===== src/rtl/mul_tree_issue.sv =====
// Issue/retire wrapper around an external 32x32 combinational multiplier tree, with an output result FIFO.
// Optional `MUL_TREE_OVF_EN adds out_ovf, a per-result flag set when the product does not fit in 32 bits.
module mul_tree_issue #(
    parameter int WIDTH     = 32,
    parameter int TAG_W     = 4,
    parameter int OUT_DEPTH = 2
) (
    input  logic               clk,
    input  logic               rst,
    input  logic               in_valid,
    output logic               in_ready,
    input  logic [WIDTH-1:0]   in_a,
    input  logic [WIDTH-1:0]   in_b,
    input  logic               in_signed,
    input  logic [TAG_W-1:0]   in_tag,
    output logic [WIDTH-1:0]   tree_a,
    output logic [WIDTH-1:0]   tree_b,
    input  logic [2*WIDTH-1:0] tree_p,
    output logic               out_valid,
    input  logic               out_ready,
    output logic [2*WIDTH-1:0] out_prod,
    output logic [TAG_W-1:0]   out_tag,
`ifdef MUL_TREE_OVF_EN
    output logic               out_ovf,
`endif
    output logic               busy
);
    localparam int PW = $clog2(OUT_DEPTH);
    localparam int CW = PW + 1;
    localparam logic [CW-1:0] DEPTH_C = CW'(OUT_DEPTH);
    localparam logic [PW-1:0] PTR_ONE = PW'(1);
    localparam logic [CW-1:0] CNT_ONE = CW'(1);

    if (WIDTH != 32) begin : g_bad_width
        $error("mul_tree_issue: WIDTH must be 32 to match the multiplier tree");
    end
    if (OUT_DEPTH != 2 && OUT_DEPTH != 4) begin : g_bad_depth
        $error("mul_tree_issue: OUT_DEPTH must be 2 or 4");
    end

    logic               s1_valid_q, s1_valid_d;
    logic               s1_neg_q, s1_neg_d;
    logic [TAG_W-1:0]   s1_tag_q, s1_tag_d;
    logic [WIDTH-1:0]   tree_a_q, tree_a_d;
    logic [WIDTH-1:0]   tree_b_q, tree_b_d;
    logic [2*WIDTH-1:0] prod_q [OUT_DEPTH];
    logic [2*WIDTH-1:0] prod_d [OUT_DEPTH];
    logic [TAG_W-1:0]   tag_q [OUT_DEPTH];
    logic [TAG_W-1:0]   tag_d [OUT_DEPTH];
    logic [PW-1:0]      rd_ptr_q, rd_ptr_d;
    logic [PW-1:0]      wr_ptr_q, wr_ptr_d;
    logic [CW-1:0]      count_q, count_d;
    logic               pop, push, accept;
    logic [2*WIDTH-1:0] prod_fin;
`ifdef MUL_TREE_OVF_EN
    logic               s1_sgn_q, s1_sgn_d;
    logic               ovf_q [OUT_DEPTH];
    logic               ovf_d [OUT_DEPTH];
    logic               ovf_fin;
`endif

    always_comb begin
        pop      = (count_q != '0) && out_ready;
        // A full FIFO still takes the retiring result when its head leaves on the same edge.
        push     = s1_valid_q && ((count_q < DEPTH_C) || pop);
        in_ready = !s1_valid_q || push;
        accept   = in_valid && in_ready;
        prod_fin = s1_neg_q ? (~tree_p + (2*WIDTH)'(1)) : tree_p;

        s1_valid_d = s1_valid_q;
        s1_neg_d   = s1_neg_q;
        s1_tag_d   = s1_tag_q;
        tree_a_d   = tree_a_q;
        tree_b_d   = tree_b_q;
        if (push) begin
            s1_valid_d = 1'b0;
        end
        if (accept) begin
            s1_valid_d = 1'b1;
            s1_neg_d   = in_signed & (in_a[WIDTH-1] ^ in_b[WIDTH-1]);
            s1_tag_d   = in_tag;
            tree_a_d   = (in_signed && in_a[WIDTH-1]) ? (~in_a + WIDTH'(1)) : in_a;
            tree_b_d   = (in_signed && in_b[WIDTH-1]) ? (~in_b + WIDTH'(1)) : in_b;
        end

        prod_d   = prod_q;
        tag_d    = tag_q;
        rd_ptr_d = rd_ptr_q;
        wr_ptr_d = wr_ptr_q;
        if (push) begin
            prod_d[wr_ptr_q] = prod_fin;
            tag_d[wr_ptr_q]  = s1_tag_q;
            wr_ptr_d         = wr_ptr_q + PTR_ONE;
        end
        if (pop) begin
            rd_ptr_d = rd_ptr_q + PTR_ONE;
        end
        case ({push, pop})
            2'b10:   count_d = count_q + CNT_ONE;
            2'b01:   count_d = count_q - CNT_ONE;
            default: count_d = count_q;
        endcase
    end

`ifdef MUL_TREE_OVF_EN
    always_comb begin
        s1_sgn_d = accept ? in_signed : s1_sgn_q;
        // Signed results fit when bits [63:31] are all copies of the sign bit.
        ovf_fin  = s1_sgn_q ? !((&prod_fin[2*WIDTH-1:WIDTH-1]) || !(|prod_fin[2*WIDTH-1:WIDTH-1]))
                            : (|prod_fin[2*WIDTH-1:WIDTH]);
        ovf_d    = ovf_q;
        if (push) begin
            ovf_d[wr_ptr_q] = ovf_fin;
        end
    end

    always_ff @(posedge clk) begin
        if (rst) begin
            s1_sgn_q <= 1'b0;
            ovf_q    <= '{default: 1'b0};
        end else begin
            s1_sgn_q <= s1_sgn_d;
            ovf_q    <= ovf_d;
        end
    end
`endif

    always_ff @(posedge clk) begin
        if (rst) begin
            s1_valid_q <= 1'b0;
            s1_neg_q   <= 1'b0;
            s1_tag_q   <= '0;
            tree_a_q   <= '0;
            tree_b_q   <= '0;
            prod_q     <= '{default: '0};
            tag_q      <= '{default: '0};
            rd_ptr_q   <= '0;
            wr_ptr_q   <= '0;
            count_q    <= '0;
        end else begin
            s1_valid_q <= s1_valid_d;
            s1_neg_q   <= s1_neg_d;
            s1_tag_q   <= s1_tag_d;
            tree_a_q   <= tree_a_d;
            tree_b_q   <= tree_b_d;
            prod_q     <= prod_d;
            tag_q      <= tag_d;
            rd_ptr_q   <= rd_ptr_d;
            wr_ptr_q   <= wr_ptr_d;
            count_q    <= count_d;
        end
    end

    always_comb begin
        tree_a    = tree_a_q;
        tree_b    = tree_b_q;
        out_valid = (count_q != '0);
        out_prod  = out_valid ? prod_q[rd_ptr_q] : '0;
        out_tag   = out_valid ? tag_q[rd_ptr_q] : '0;
        busy      = s1_valid_q || out_valid;
`ifdef MUL_TREE_OVF_EN
        out_ovf   = out_valid ? ovf_q[rd_ptr_q] : 1'b0;
`endif
    end

endmodule

===== config.mk =====
export PLATFORM = sky130hd
export DESIGN_NAME = mul_tree_issue
export DESIGN_NICKNAME = d
export VERILOG_FILES = /design/src/rtl/mul_tree_issue.sv
export SDC_FILE = /design/constraint.sdc
export NUM_CORES = 1
export LEC_CHECK = 0
export BUFFER_PORTS_ARGS = -buffer_cell sky130_fd_sc_hd__buf_2
export CORE_ASPECT_RATIO = 0.5
export CORE_MARGIN = 5
export CORE_UTILIZATION = 54
export DETAILED_ROUTE_END_ITERATION = 12
export PLACE_DENSITY_LB_ADDON = 0.08
export SYNTH_ARGS = -nofsm -noshare
export SYNTH_HDL_FRONTEND = slang
export SYNTH_SLANG_ARGS = --single-unit

===== constraint.sdc =====
create_clock -name clk -period 3.3 [get_ports clk]
set_clock_uncertainty 0.15 [all_clocks]
set_input_delay 0.66 -clock clk [delete_from_list [all_inputs] [get_ports clk]]
set_output_delay 0.66 -clock clk [all_outputs]
set_load 0.05 [all_outputs]

==> flow_summary.json, run 1 <==
{
  "numCtsBuffers": 21,
  "layout.cells.non_filler": 1899,
  "finalWirelength_mm": 35.8,
  "num_io_pins": 272,
  "pwr_density_cell_nw_per_um2": 558,
  "criticalPathCategory": "flip-flop to output pin",
  "synth-edff-count": 0,
  "worstSkewPairLatency_ps": 510,
  "syn-cell-area_um2": 11200,
  "wl_per_cell_um": 18.8,
  "cts.path.max_buffers": 3,
  "die_area_um2": 23900,
  "grt_remaining_overflow": 0,
  "sort_of_element_at_the_end_of_the_critical_path": "output pin",
  "grt_met3_use_pct": 8.25,
  "timing.hold.worst.class": "input pin to flip-flop",
  "syn-instance-count": 1375,
  "start_util_pct": 54.8,
  "hp-start": "in_tag[3]",
  "yosys-mux-area-fraction_pct": 6.61,
  "detailedRoute.firstPassIterationCount": 5,
  "leading_register_cell_type_out_of_synthesis": "dfxtp_1",
  "biggest_fanout_along_the_worst_timing_path": 64,
  "cts_tree": "built",
  "worst-slew-pin-transition_ps": 830,
  "hold_end": "s1_tag_q[3]",
  "p_leak_nw": 5.21,
  "globalplace.congestion": 0.929,
  "synthesis.area_per_instance_um2": 8.15,
  "design_power_total_mw": 7.58,
  "ff2ff_path_depth": 4,
  "num-nets-final": 1752,
  "detailedRoute.firstIterationViolations": 902,
  "final.period_utilization_pct": 89.0,
  "drcViolationCount": 0,
  "cts.sink_count": 210,
  "initial_antenna_violation_count": 5,
  "synth-seq-area-share_pct": 37.5,
  "crit-reg2reg-launch": "s1_neg_q",
  "rsz0062_at_grt": "no",
  "postCtsHoldBufs": 0,
  "hold_path_depth": 3,
  "die_width_um": 214,
  "setup.worst_path.start_class": "flip-flop",
  "max_clock_freq_mhz": 340,
  "r2r_slack_ps": 700,
  "die_y_um": 112,
  "parity_gate_share_of_the_synthesized_area_counting_xor_and_xnor_cells_pct": 8.60,
  "std_cell_rows": 37,
  "grt_start_max_net_pins": 101,
  "post_place_cells": 1861,
  "cts.repair.resized": 0,
  "wire_length_of_the_first_global_routing_pass_mm": 57.1,
  "numPortBuffers": 271,
  "syn-num-nets": 1516,
  "final.setup.tns_ps": 0,
  "synth-adder-area-share_pct": 0.447,
  "fin_ws_ps": 363,
  "coreArea_um2": 20500,
  "drtAntennaViolNets": 0,
  "critPathArrivalTime_ps": 2130,
  "grt.busiest_layer": "met2",
  "ys_async_sr_fraction_pct": 0,
  "main_combinational_cell_family_by_area_after_synthesis": "simple AND/OR/NAND/NOR gates",
  "worst_r2r_endpoint": "prod_q[118]",
  "synth-compound-area-share_pct": 20.5,
  "htree_levels": 1,
  "cts.clk_slew.worst_paths_ps": 60,
  "cts_setup_buffers": 0,
  "synth-warning-count": 0,
  "synth-seq-cells": 210,
  "crit_required_ps": 2490,
  "slew_viol_final": 0,
  "setup_viol": 0,
  "post_drt_via_cell_ratio": 5.90,
  "status": "finished, final reports clean",
  "place_hpwl_mm": 25.8,
  "grt.total_usage_pct": 28.9,
  "max_cap_violation_count": 0,
  "vdd_ir_drop_max_mv": 0.324,
  "global_route.usage.met2_pct": 46.0,
  "dr_total_vias": 11207,
  "layout-area-overhead-vs-synth_pct": 21.2,
  "grt_pass1_vias": 10873,
  "place_worst_setup_slack_ps": 211,
  "clockRootBuffer": "clkbuf_16",
  "global_route.usage.met1_pct": 39.5,
  "fin_hold_viols": 0,
  "drive_gt1_share_pct": 23.1,
  "yosys.cell_types.count": 62,
  "finalWorstPathRequiredPeriod_ps": 2940,
  "slew-limit-headroom_pct": 44.5,
  "post_synth_and_or_nand_nor_area_fraction_pct": 22.4
}
worst max-delay path, stage by stage, from the launching register on:
cell	delay, ps
dfxtp_4	420
buf_12	410
mux2i_1	470
nor2_1	60
buf_2	220
metrics by stage:
stage / instance area, um^2 / utilization, % / hold slack, ps
after global routing: 13600 / 66.4 / 228
final: 13600 / 66.4 / 235
after detailed placement: 12900 / 63.2 / 292
after global placement: 12900 / 63.2 / 283
after floorplan: 11200 / - / 275
after CTS: 13600 / 66.4 / 219
cells in the final DEF, fill, tap and decap left out, types with 5 or more instances in the layout:
cell,netlist,layout
buf_2,4,270
o22ai_1,10,10
a22o_1,6,6
and3_1,14,14
mux2i_1,74,74
o21ai_0,81,81
buf_12,0,6
or3_1,11,11
or4_1,15,15
nand4_1,13,13
nor4_2,5,5
buf_4,0,35
a211oi_1,101,101
o31ai_1,16,16
nand2_1,134,134
a21oi_1,52,51
inv_1,14,14
clkbuf_1,78,8
a31oi_1,20,20
or2_2,6,6
nand3_1,25,25
nor2_1,219,218
nor3_1,26,26
xor2_1,65,65
xnor2_1,45,45
dfxtp_1,210,208
a311oi_1,5,5
nand2b_1,7,7
clkbuf_16,0,21
o21ai_1,6,6
nor4_1,19,19
a41oi_1,6,6
o41ai_1,14,14
sequential cells by signal, indices dropped and copies added (netlist names):
register / count
rd_ptr_q: 1
s1_tag_q: 4
s1_valid_q: 1
s1_neg_q: 1
prod_q: 128
count_q: 2
tree_a: 32
tag_q: 8
tree_b: 32
wr_ptr_q: 1
per-layer routing:
layer  share of wire (%)  routed length [um]
met3                 8.9                3190
met1                  44               15700
met2                  45               16200
met4                 1.8                 630
met5                0.13                  47
Yosys cell counts (all sizes together) (3+ instances only):
| library cell | n | area [um^2] |
|---|---|---|
| a311oi | 5 | 43.8 |
| nand3 | 25 | 125 |
| or3 | 11 | 68.8 |
| clkbuf | 78 | 293 |
| o41ai | 19 | 226 |
| a22o | 6 | 52.6 |
| or2 | 6 | 37.5 |
| a211oi | 101 | 758 |
| o31ai | 17 | 133 |
| a311o | 4 | 40.0 |
| nor2 | 219 | 822 |
| a31oi | 20 | 125 |
| a21oi | 52 | 260 |
| nor3 | 28 | 150 |
| dfxtp | 210 | 4200 |
| o22ai | 10 | 62.6 |
| mux2i | 74 | 741 |
| and2 | 5 | 31.3 |
| o21a | 3 | 22.5 |
| a211o | 3 | 26.3 |
| nand2b | 7 | 43.8 |
| o21ai | 87 | 435 |
| ha | 4 | 50.1 |
| xnor2 | 45 | 394 |
| nor4 | 28 | 267 |
| nand2 | 134 | 503 |
| or4 | 16 | 124 |
| a41oi | 6 | 52.6 |
| xor2 | 65 | 569 |
| nor3b | 4 | 35.0 |
| buf | 20 | 87.6 |
| nand4 | 15 | 106 |
| inv | 14 | 52.6 |
| and3 | 14 | 87.6 |
final cells by class:
| cell class | instances | area (um^2) |
|---|---|---|
| fillers | 1848 | 6880 |
| diodes | 2 | 5.00 |
| clock buffers | 32 | 597 |
| repair buffers | 311 | 1730 |
| well taps | 273 | 342 |
| multi-input cells | 1052 | 6590 |
| flip-flops and latches | 210 | 4210 |
| clock inverters | 4 | 48.8 |
| inverters | 15 | 56.3 |
kinds of logic after synthesis:
family / after synthesis
AOI/OAI and AO/OA: 340
xor gates and xnor gates: 110
adders and majority gates: 4
buffers and inverters: 113
DFF: 210
muxes: 74
and+or+nand+nor: 524
where the power goes:
part,internal [mW],switching (mW)
Sequential,2.72,0.123
Clock,1.32,1.01
Combinational,0.712,1.69
worst max path at each step:
stage	slack (ps)	endpoint	startpoint	cells after the start
finish	360	out_prod[28]	rd_ptr_q	4
global route	300	out_prod[28]	rd_ptr_q	4
CTS	360	out_prod[60]	rd_ptr_q	4
detailed placement	210	prod_q[115]	tree_p[4]	7
global placement	300	prod_q[119]	tree_p[28]	6
floorplan	290	out_prod[57]	rd_ptr_q	5
Note: power is estimated with default switching activity, not from simulation.
==> run 2: changes to the inputs <==
- PLACE_DENSITY: default -> 0.88
- PLACE_DENSITY_LB_ADDON: 0.08 -> default
==> flow_summary.json, run 2 (synthesized netlist as in run 1, its figures left out) <==
{
  "criticalPathCategory": "flip-flop to output pin",
  "crit_required_ps": 2490,
  "wl_per_cell_um": 18.0,
  "worst_path_largest_cell_delay_ps": 720,
  "pwr_density_cell_nw_per_um2": 558,
  "drive_gt1_share_pct": 23.7,
  "worst-slew-pin-transition_ps": 846,
  "worst_hold_slack_ps": 266,
  "grt.busiest_layer": "met2",
  "grt_start_max_net_pins": 87,
  "global_route.usage.met2_pct": 43.3,
  "slew-limit-headroom_pct": 43.6,
  "setup_viol": 0,
  "die_y_um": 112,
  "cts_setup_buffers": 0,
  "final.period_utilization_pct": 89.9,
  "sort_of_element_at_the_end_of_the_critical_path": "output pin",
  "most-common-layout-cells": "270 x buf_2, 218 x nor2_1, 208 x dfxtp_1",
  "numPortBuffers": 271,
  "wire_length_of_the_first_global_routing_pass_mm": 54.6,
  "crit_path_top_delay_cell": "dfxtp_4",
  "rsz0062_at_grt": "no",
  "max_cap_violation_count": 0,
  "mostFrequentLayoutCell": "buf_2",
  "post_place_cells": 1866,
  "path_cells": "buf_12 > mux2i_1 > nor2_1 > buf_2",
  "globalplace.congestion": 1.02,
  "top_register": "prod_q",
  "p_leak_nw": 5.24,
  "initial_antenna_violation_count": 5,
  "dr_total_vias": 11423,
  "cts.repair.resized": 0,
  "biggest_fanout_along_the_worst_timing_path": 33,
  "start_util_pct": 54.8,
  "status": "finished, final reports clean",
  "r2r_slack_ps": 900,
  "cts.sink_count": 210,
  "die_width_um": 214,
  "ff2ff_path_depth": 7,
  "hold_path_depth": 3,
  "vdd_ir_drop_max_mv": 0.502,
  "die_area_um2": 23900,
  "largest_register_ffs": 128,
  "setup.worst_path.start_class": "flip-flop",
  "clockRootBuffer": "clkbuf_16",
  "cts.clk_slew.worst_paths_ps": 70,
  "fin_hold_viols": 0,
  "detailedRoute.firstPassIterationCount": 6,
  "finalWorstPathRequiredPeriod_ps": 2970,
  "drcViolationCount": 0,
  "postCtsHoldBufs": 0,
  "grt_remaining_overflow": 0,
  "cts_tree": "built",
  "max_clock_freq_mhz": 337,
  "htree_levels": 1,
  "global_route.usage.met1_pct": 36.4,
  "detailedRoute.firstIterationViolations": 1113,
  "std_cell_rows": 37,
  "post_drt_via_cell_ratio": 5.99,
  "timing.hold.worst.class": "input pin to flip-flop",
  "num_io_pins": 272,
  "numCtsBuffers": 20,
  "drtAntennaViolNets": 0,
  "coreArea_um2": 20500,
  "grt_met3_use_pct": 6.28,
  "layout-area-overhead-vs-synth_pct": 21.6,
  "layout.cells.non_filler": 1907,
  "critPathArrivalTime_ps": 2160,
  "grt_pass1_vias": 10736,
  "grt.total_usage_pct": 27.2,
  "finalWirelength_mm": 34.3,
  "slew_viol_final": 0,
  "place_hpwl_mm": 24.6,
  "cts.path.max_buffers": 3,
  "final.setup.tns_ps": 0,
  "worstSkewPairLatency_ps": 500,
  "num-nets-final": 1756
}
run 2: cell count changes in the layout (fill, tap and decap cells not counted), sizes merged:
cell	before	now
buf	311	316
bufinv	1	2
clkbuf	32	24
clkinv	3	7
clkinvlp	0	2
diode	2	7
inv	15	14
run 2: metrics by stage:
step	power [mW]	setup WS [ps]	utilization [%]	cell area, um^2
floorplan	4.58	288	-	11200
global placement	5.20	335	63.2	12900
detailed placement	5.23	235	63.2	12900
CTS	7.61	372	66.5	13600
global route	7.92	285	66.6	13600
finish	7.60	334	66.6	13600
run 2: final cells by class:
class	count	area, um^2
diodes	7	17.5
clock buffers	24	568
clock inverters	10	109
fillers	1659	6840
inverters	15	56.3
multi-input cells	1052	6590
flip-flops and latches	210	4210
well taps	273	342
repair buffers	316	1730
run 2: critical path: cells and delay by family, from the launching register on:
family                 cells  cell delay (ps)
DFF                        1              720
buffers and inverters      2              530
muxes                      1              300
and+or+nand+nor            1               60
run 2: power by group:
part	switching, mW	internal, mW
Combinational	1.60	0.695
Clock	1.02	1.39
Sequential	0.177	2.72
Total	2.80	4.80
run 2: final timing paths:
kind,startpoint,end
worst max-delay path,rd_ptr_q,out_prod[27]
worst min-delay path,in_valid,s1_valid_q
worst max register to register,count_q[1],tree_b[6]
worst min register to register,tree_a[9],tree_a[9]
run 2: routing by layer:
layer  wire length, um  part of all wire [%]
met5                 7                 0.020
met4              1120                   3.3
met3              3200                   9.3
met2             15800                    46
met1             14200                    41
